**config.mk**
```make
export PLATFORM = sky130hd
export DESIGN_NAME = dma_pix_packer_flat
export DESIGN_NICKNAME = d
export VERILOG_FILES = /design/src/rtl/dma_pix_packer_pkg.sv /design/src/rtl/dma_pix_packer_if.sv /design/src/rtl/dma_pix_packer.sv /design/src/flat_wrapper.sv
export SDC_FILE = /design/constraint.sdc
export NUM_CORES = 1
export LEC_CHECK = 0
export BUFFER_PORTS_ARGS = -buffer_cell sky130_fd_sc_hd__buf_2
export CORE_MARGIN = 4
export CORE_UTILIZATION = 45
export DETAILED_ROUTE_END_ITERATION = 12
export PLACE_DENSITY = 0.67
export SETUP_SLACK_MARGIN = 0.02
export SYNTH_ARGS = -nofsm -noshare
export SYNTH_HDL_FRONTEND = slang
export SYNTH_SLANG_ARGS = --single-unit
export TNS_END_PERCENT = 50
```
**constraint.sdc**
```tcl
create_clock -name sys_clk -period 2.2 [get_ports sys_clk]
set_input_delay 0.22 -clock sys_clk [delete_from_list [all_inputs] [get_ports sys_clk]]
set_output_delay 0.22 -clock sys_clk [all_outputs]
set_load 0.01 [all_outputs]
```
**src/rtl/dma_pix_packer_pkg.sv**
```systemverilog
// Shared definitions for the frame-buffer write DMA pixel packer.
// Provides the constant clog2, the fill-counter width helper and the
// configuration legality check used at elaboration time.
package dma_pkg;

  localparam int PIX_W_DEF  = 24;
  localparam int WORD_W_DEF = 32;
  localparam int LW_W_DEF   = 12;

  // Ceiling log2. Used only on parameters, so it folds to a constant.
  function automatic int clog2(input int value);
    int r;
    r = 0;
    while ((1 << r) < value) r++;
    return r;
  endfunction

  // Width of the fill count. One extra bit holds fill+PIX_W before the
  // word-complete subtraction, which can reach 2*WORD_W-1.
  function automatic int fill_width(input int word_w);
    return clog2(word_w) + 1;
  endfunction

  function automatic bit cfg_legal(input int pix_w, input int word_w);
    return (pix_w > 0) && (pix_w % 8 == 0) && (word_w % 8 == 0) && (pix_w <= word_w);
  endfunction

endpackage

```
**src/rtl/dma_pix_packer_if.sv**
```systemverilog
// Pixel-in / word-out bundle between the video source, the packer and the
// DMA address generator.
// slave  : packer side (consumes rst/de/pixel, produces word/eol/count/ovf)
// master : source + address-generator side
interface dma_pix_packer_if #(
  parameter int PIX_W  = 24,
  parameter int WORD_W = 32,
  parameter int LW_W   = 12
);
  logic              dma_rst_i;
  logic              dma_de_i;
  logic [PIX_W-1:0]  dma_d_i;
  logic              dma_de_o;
  logic              dma_we_o;
  logic [WORD_W-1:0] dma_d_o;
  logic              dma_eol_o;
  logic [LW_W-1:0]   dma_line_words_o;
  logic              dma_ovf_o;

  modport slave (
    input  dma_rst_i, dma_de_i, dma_d_i,
    output dma_de_o, dma_we_o, dma_d_o, dma_eol_o, dma_line_words_o, dma_ovf_o
  );

  modport master (
    output dma_rst_i, dma_de_i, dma_d_i,
    input  dma_de_o, dma_we_o, dma_d_o, dma_eol_o, dma_line_words_o, dma_ovf_o
  );
endinterface

```
**src/rtl/dma_pix_packer.sv**
```systemverilog
// Purpose : packs PIX_W-bit pixels into WORD_W-bit words (first pixel in LSBs),
//           optional zero-padded flush at line end, per-line word count.
// Latency : 1 cycle from the word-completing pixel (or line end) to dma_we_o.
// Backpressure: none; one pixel accepted every dma_de_i cycle.
// Ports   : sys_clk, rst_n (async, active low); bus (slave modport) carries
//           dma_rst_i/dma_de_i/dma_d_i in and de/we/word/eol/count/ovf out.
module dma_pix_packer
  import dma_pkg::*;
#(
  parameter int PIX_W    = PIX_W_DEF,
  parameter int WORD_W   = WORD_W_DEF,
  parameter int PAD_LINE = 1,
  parameter int LW_W     = LW_W_DEF
) (
  input  logic sys_clk,
  input  logic rst_n,
  dma_pix_packer_if.slave bus
);

  localparam int ACC_W  = WORD_W + PIX_W;
  localparam int FILL_W = fill_width(WORD_W);
  localparam logic [FILL_W-1:0] PIX_F  = FILL_W'(PIX_W);
  localparam logic [FILL_W-1:0] WORD_F = FILL_W'(WORD_W);

  generate
    if (!cfg_legal(PIX_W, WORD_W)) begin : g_bad_cfg
      $error("dma_pix_packer: PIX_W/WORD_W must be multiples of 8 with PIX_W <= WORD_W");
    end
  endgenerate

  logic [ACC_W-1:0]  acc_q, acc_d;
  logic [FILL_W-1:0] fill_q, fill_d;
  logic              de_q, de_q_d;
  logic              de_o_q, de_o_d;
  logic              we_q, we_d;
  logic [WORD_W-1:0] word_q, word_d;
  logic              eol_q, eol_d;
  logic [LW_W-1:0]   cnt_q, cnt_d;
  logic [LW_W-1:0]   lw_q, lw_d;
  logic              ovf_q, ovf_d;

  logic [ACC_W-1:0]  acc_ins;
  logic [FILL_W-1:0] fill_sum;
  logic [LW_W:0]     cnt_inc;

  always_comb begin
    // Bits of acc at and above fill are always zero, so OR-ing inserts the pixel.
    acc_ins  = acc_q | (ACC_W'(bus.dma_d_i) << fill_q);
    fill_sum = fill_q + PIX_F;
    cnt_inc  = {1'b0, cnt_q} + (LW_W+1)'(1);

    acc_d  = acc_q;
    fill_d = fill_q;
    de_q_d = bus.dma_de_i;
    de_o_d = bus.dma_de_i;
    we_d   = 1'b0;
    word_d = word_q;
    eol_d  = 1'b0;
    cnt_d  = cnt_q;
    lw_d   = lw_q;
    ovf_d  = ovf_q;

    if (bus.dma_rst_i) begin
      // Frame restart: any residue is dropped without a flush.
      acc_d  = '0;
      fill_d = '0;
      de_q_d = 1'b0;
      word_d = '0;
      cnt_d  = '0;
      ovf_d  = 1'b0;
    end else if (bus.dma_de_i) begin
      if (fill_sum >= WORD_F) begin
        we_d   = 1'b1;
        word_d = acc_ins[WORD_W-1:0];
        acc_d  = acc_ins >> WORD_W;
        fill_d = fill_sum - WORD_F;
        cnt_d  = cnt_inc[LW_W-1:0];
        if (cnt_inc[LW_W]) ovf_d = 1'b1;
      end else begin
        acc_d  = acc_ins;
        fill_d = fill_sum;
      end
    end else if (de_q) begin
      // Line end. The count reported includes the pad word when one is sent.
      eol_d = 1'b1;
      cnt_d = '0;
      lw_d  = cnt_q;
      if ((PAD_LINE != 0) && (fill_q != '0)) begin
        we_d   = 1'b1;
        word_d = acc_q[WORD_W-1:0];
        acc_d  = '0;
        fill_d = '0;
        lw_d   = cnt_inc[LW_W-1:0];
        if (cnt_inc[LW_W]) ovf_d = 1'b1;
      end
    end
  end

  always_ff @(posedge sys_clk or negedge rst_n) begin
    if (!rst_n) begin
      acc_q  <= '0;
      fill_q <= '0;
      de_q   <= 1'b0;
      de_o_q <= 1'b0;
      we_q   <= 1'b0;
      word_q <= '0;
      eol_q  <= 1'b0;
      cnt_q  <= '0;
      lw_q   <= '0;
      ovf_q  <= 1'b0;
    end else begin
      acc_q  <= acc_d;
      fill_q <= fill_d;
      de_q   <= de_q_d;
      de_o_q <= de_o_d;
      we_q   <= we_d;
      word_q <= word_d;
      eol_q  <= eol_d;
      cnt_q  <= cnt_d;
      lw_q   <= lw_d;
      ovf_q  <= ovf_d;
    end
  end

  assign bus.dma_de_o         = de_o_q;
  assign bus.dma_we_o         = we_q;
  assign bus.dma_d_o          = word_q;
  assign bus.dma_eol_o        = eol_q;
  assign bus.dma_line_words_o = lw_q;
  assign bus.dma_ovf_o        = ovf_q;

endmodule
```
**src/flat_wrapper.sv**
```systemverilog
// flat-port wrapper written by rule: the top's interface ports become plain ports
module dma_pix_packer_flat import dma_pkg::*;
#(
  parameter int PIX_W    = PIX_W_DEF,
  parameter int WORD_W   = WORD_W_DEF,
  parameter int PAD_LINE = 1,
  parameter int LW_W     = LW_W_DEF
)
  (sys_clk, rst_n, bus_dma_rst_i, bus_dma_de_i, bus_dma_d_i, bus_dma_de_o, bus_dma_we_o, bus_dma_d_o, bus_dma_eol_o, bus_dma_line_words_o, bus_dma_ovf_o);
  dma_pix_packer_if #(.PIX_W(PIX_W), .WORD_W(WORD_W), .LW_W(LW_W)) bus_i ();
  input  logic sys_clk;
  input  logic rst_n;
  input wire logic [$bits(bus_i.dma_rst_i)-1:0] bus_dma_rst_i;
  input wire logic [$bits(bus_i.dma_de_i)-1:0] bus_dma_de_i;
  input wire logic [$bits(bus_i.dma_d_i)-1:0] bus_dma_d_i;
  output wire logic [$bits(bus_i.dma_de_o)-1:0] bus_dma_de_o;
  output wire logic [$bits(bus_i.dma_we_o)-1:0] bus_dma_we_o;
  output wire logic [$bits(bus_i.dma_d_o)-1:0] bus_dma_d_o;
  output wire logic [$bits(bus_i.dma_eol_o)-1:0] bus_dma_eol_o;
  output wire logic [$bits(bus_i.dma_line_words_o)-1:0] bus_dma_line_words_o;
  output wire logic [$bits(bus_i.dma_ovf_o)-1:0] bus_dma_ovf_o;
  assign bus_i.dma_rst_i = bus_dma_rst_i;
  assign bus_i.dma_de_i = bus_dma_de_i;
  assign bus_i.dma_d_i = bus_dma_d_i;
  assign bus_dma_de_o = bus_i.dma_de_o;
  assign bus_dma_we_o = bus_i.dma_we_o;
  assign bus_dma_d_o = bus_i.dma_d_o;
  assign bus_dma_eol_o = bus_i.dma_eol_o;
  assign bus_dma_line_words_o = bus_i.dma_line_words_o;
  assign bus_dma_ovf_o = bus_i.dma_ovf_o;
  dma_pix_packer #(.PIX_W(PIX_W), .WORD_W(WORD_W), .PAD_LINE(PAD_LINE), .LW_W(LW_W)) u_core (.sys_clk(sys_clk), .rst_n(rst_n), .bus(bus_i));
endmodule
```
==> impl_results.md <==
* #FFs+latches synth at 120
* Vias in the first global route at about 5500
* CTS tree: built
* Fin crit share at between 90% and 100%
* Max Freq at 491 MHz
* Kind of end point of the critical path: flip-flop
* CP arrival at about 2.4 ns
* Async set-reset flop share out of synthesis at between 90% and 100%
* Number of H-tree levels at 4
* Synth unique cells at slightly above 60
* Crit path required time at about 2.5 ns
* Die width at 128 um
* Worst-case reg-to-reg path depth at 8
* Placeable Area at roughly 14000 um2
* Fin Setup TNS at 0 ns
* Status: complete, no violations
* Clock sinks at 120
* CP max stage delay at 0.39 ns
* Post-route DRC at 0
* Nets at 738
* Design area at ~7600 um2
* Sink of the worst hold path: u_core.bus.dma_de_o
* Die height at about 130 um
* Tot Pwr at roughly 6.1 mW
* HP Start: bus_dma_de_i
* Most frequent cells in the layout: dfrtp_1 (118), a21oi_1 (88), buf_2 (74)
* Worst Clk Skew at between 0.006 and 0.007 ns
* Drt initial violations at 659
* Largest net degree at the start of global routing at 68
* Post-DP HPWL at ~12000 um
* Routed via count at about 5500
* Total grt overflow at 0
* Vias/cell at approximately 6.2
* Post-Syn Instances at about 630
* Rel. slew slack at about two fifths
* Hold crit path type: in -> reg
* Worst-Skew Late Latency at roughly 0.42 ns
* Sequence of cells on the critical path: inv_1 > ha_1 > xnor2_2 > buf_4 > a211oi_4 > a21oi_2 > buf_12 > a21oi_1
* Post-CTS Resized at 0
* Diode count at 0
* Router iterations before antenna repair at 6
* Die ar. at between 15000 and 20000 um2
* Mapped cell area at around 6500 um2
* Worst-Margin Slew at around 0.87 ns
* Crit-path max FO at 38
* Static leakage at ~3.5 nW
* Mapped Avg Cell Area at around 10 um2
* Final wirelength at between 15000 and 20000 um
* Flop2flop setup slack at 0.16 ns
* CTS Buffer Depth at 2
* Starting density of the core at about 46%
* Initial antenna violation count at 0
* Avg WL per Cell at 20.0 um
* Post-CTS setup repair buffer count at 0
* Hold Path Depth at 1
* Critical path startpoint category: flip-flop
* RSZ-0062 raised after global routing: no
* I/O pin count at between 70 and 80
* Area grow syn2layout at 18.0%
* Layout cells sized above 1 at between 20% and 30%
* Pins over their slew limit at 0
* Clk root buf: clkbuf_16
* Placed cell area at 7090 um2
* GRT Overall Usage at ~22%
* Final-report setup violation count at 0
* Gpl congestion at between 0.8 and 0.9
* Reg clk slew, reported paths at approximately 0.050 ns
* Site Rows at 43
* Worst VDD drop at between 0.0005 and 0.0006 V
* Port bufs at 75
* Cts-stage hold buffer count at 1
* EDFF count, synth at 0
* YS warnings at 0
* Global-route wire length before repair at between 20000 and 30000 um
* R2R Path End: u_core.acc_q[14]
* Worst r2r src: u_core.fill_q[3]
* Pwr dens at 804 nW/um2
* Syn Nets at around 660
* Max-cap viol count at 0
* CTS buffer count at 17
* Post-synthesis sequential area ratio at between 40% and 50%
* Commonest non-fill, non-tap cell in the layout: dfrtp_1
* Final hold violation count at 0
* Most common flop cell mapped by yosys: dfrtp_1
* Post-DRT Antenna Nets at 0
* Tmin final at approximately 2.0 ns
* Crit Path Class: reg -> reg
* Critical path's slowest cell: dfrtp_2
[where the power goes]
part           leakage [nW]  internal [mW]  switching, mW
Clock                 0.263           1.57          0.915
Combinational          1.58          0.456          0.687
Sequential             1.62           2.40          0.117
Total                  3.45           4.42           1.72
[worst max-delay path, delay by kind of cell, from the launching register on]
family	cells	cell delay [ns]
adder cells (fa/ha/maj)	1	0.24
AO/OA/AOI/OAI	3	0.64
XOR/XNOR	1	0.18
flip-flops	1	0.39
buffers and inverters	3	0.47
[layout make-up]
class / instances / area, um2
clock buffer: 27 / 513
fill: 1225 / 6360
inverter: 9 / 33.8
timing repair buffer: 104 / 698
clock inverter: 3 / 15.0
tap: 180 / 225
sequential: 120 / 3010
multi-input combinational: 456 / 3140
[worst max-delay path by stage]
stage,slack (ns),start,end
global route,0.02,u_core.fill_q[3],u_core.acc_q[0]
global placement,0.27,u_core.fill_q[3],u_core.bus.dma_d_o[25]
floorplan,0.04,u_core.fill_q[3],u_core.bus.dma_d_o[12]
finish,0.16,u_core.fill_q[3],u_core.acc_q[14]
detailed placement,0.19,u_core.fill_q[3],u_core.acc_q[8]
CTS,0.17,u_core.fill_q[3],u_core.acc_q[8]
[cells in the mapped netlist, drive strengths merged, types with 4 or more instances]
cell type  count  area (um2)
dfrtp        120        3000
a21oi         90         462
nor2          54         205
o2bb2ai       40         413
o21ai         34         170
buf           33         231
nand2         31         124
a211oi        17         140
mux2i         17         170
clkbuf        16        61.3
nor4bb        15         150
a31oi         13        81.3
nand2b        11        68.8
a21o          10        75.1
nor3          10        55.1
or3           10        62.6
xnor2         10        95.1
a211o          9        87.6
a22o           9        78.8
mux2           9         101
a221o          8        80.1
inv            8        30.0
o221a          8        90.1
o211a          7        70.1
nand3          6        30.0
nor2b          5        31.3
nor4           5        56.3
and2           4        25.0
[cell families after synthesis]
kind of cell    count (synthesis)  share of synthesized area [%]
fa+ha+maj                       2                          0.387
xor+xnor                       12                           1.86
mux                            26                           4.20
compound gates                253                           28.0
simple gates                  163                           14.1
flops                         120                           46.4
buf+inv                        58                           5.05
[sequential cells by signal, indices dropped and copies added (netlist names)]
register	flops
u_core.bus.dma_eol_o	1
u_core.fill_q	3
u_core.acc_q	56
u_core.bus.dma_de_o	1
u_core.bus.dma_we_o	1
u_core.de_q	1
u_core.cnt_q	12
u_core.bus.dma_d_o	32
u_core.bus.dma_ovf_o	1
u_core.bus.dma_line_words_o	12
[through the flow]
stage	util, %	cells	worst slack (ns)	hold slack, ns
4_1_cts	54.6	899	0.172	0.0734
3_5_place_dp	50.7	868	0.190	0.245
2_1_floorplan	-	634	0.0422	-0.0756
6_report	54.6	899	0.162	0.0842
3_3_place_gp	50.7	868	0.268	0.244
5_1_grt	54.6	899	0.0234	0.0837
[routing by layer]
| metal | track usage [%] | wire length [um] | vias to the layer above |
|---|---|---|---|
| met5 | 0 | 0 | - |
| met4 | 8.86 | 389 | 0 |
| met3 | 4.92 | 1280 | 41 |
| met2 | 35.2 | 8620 | 213 |
| met1 | 29.6 | 7710 | 2751 |
| li1 | - | - | 2533 |
Power figures use the tool's default switching activity.
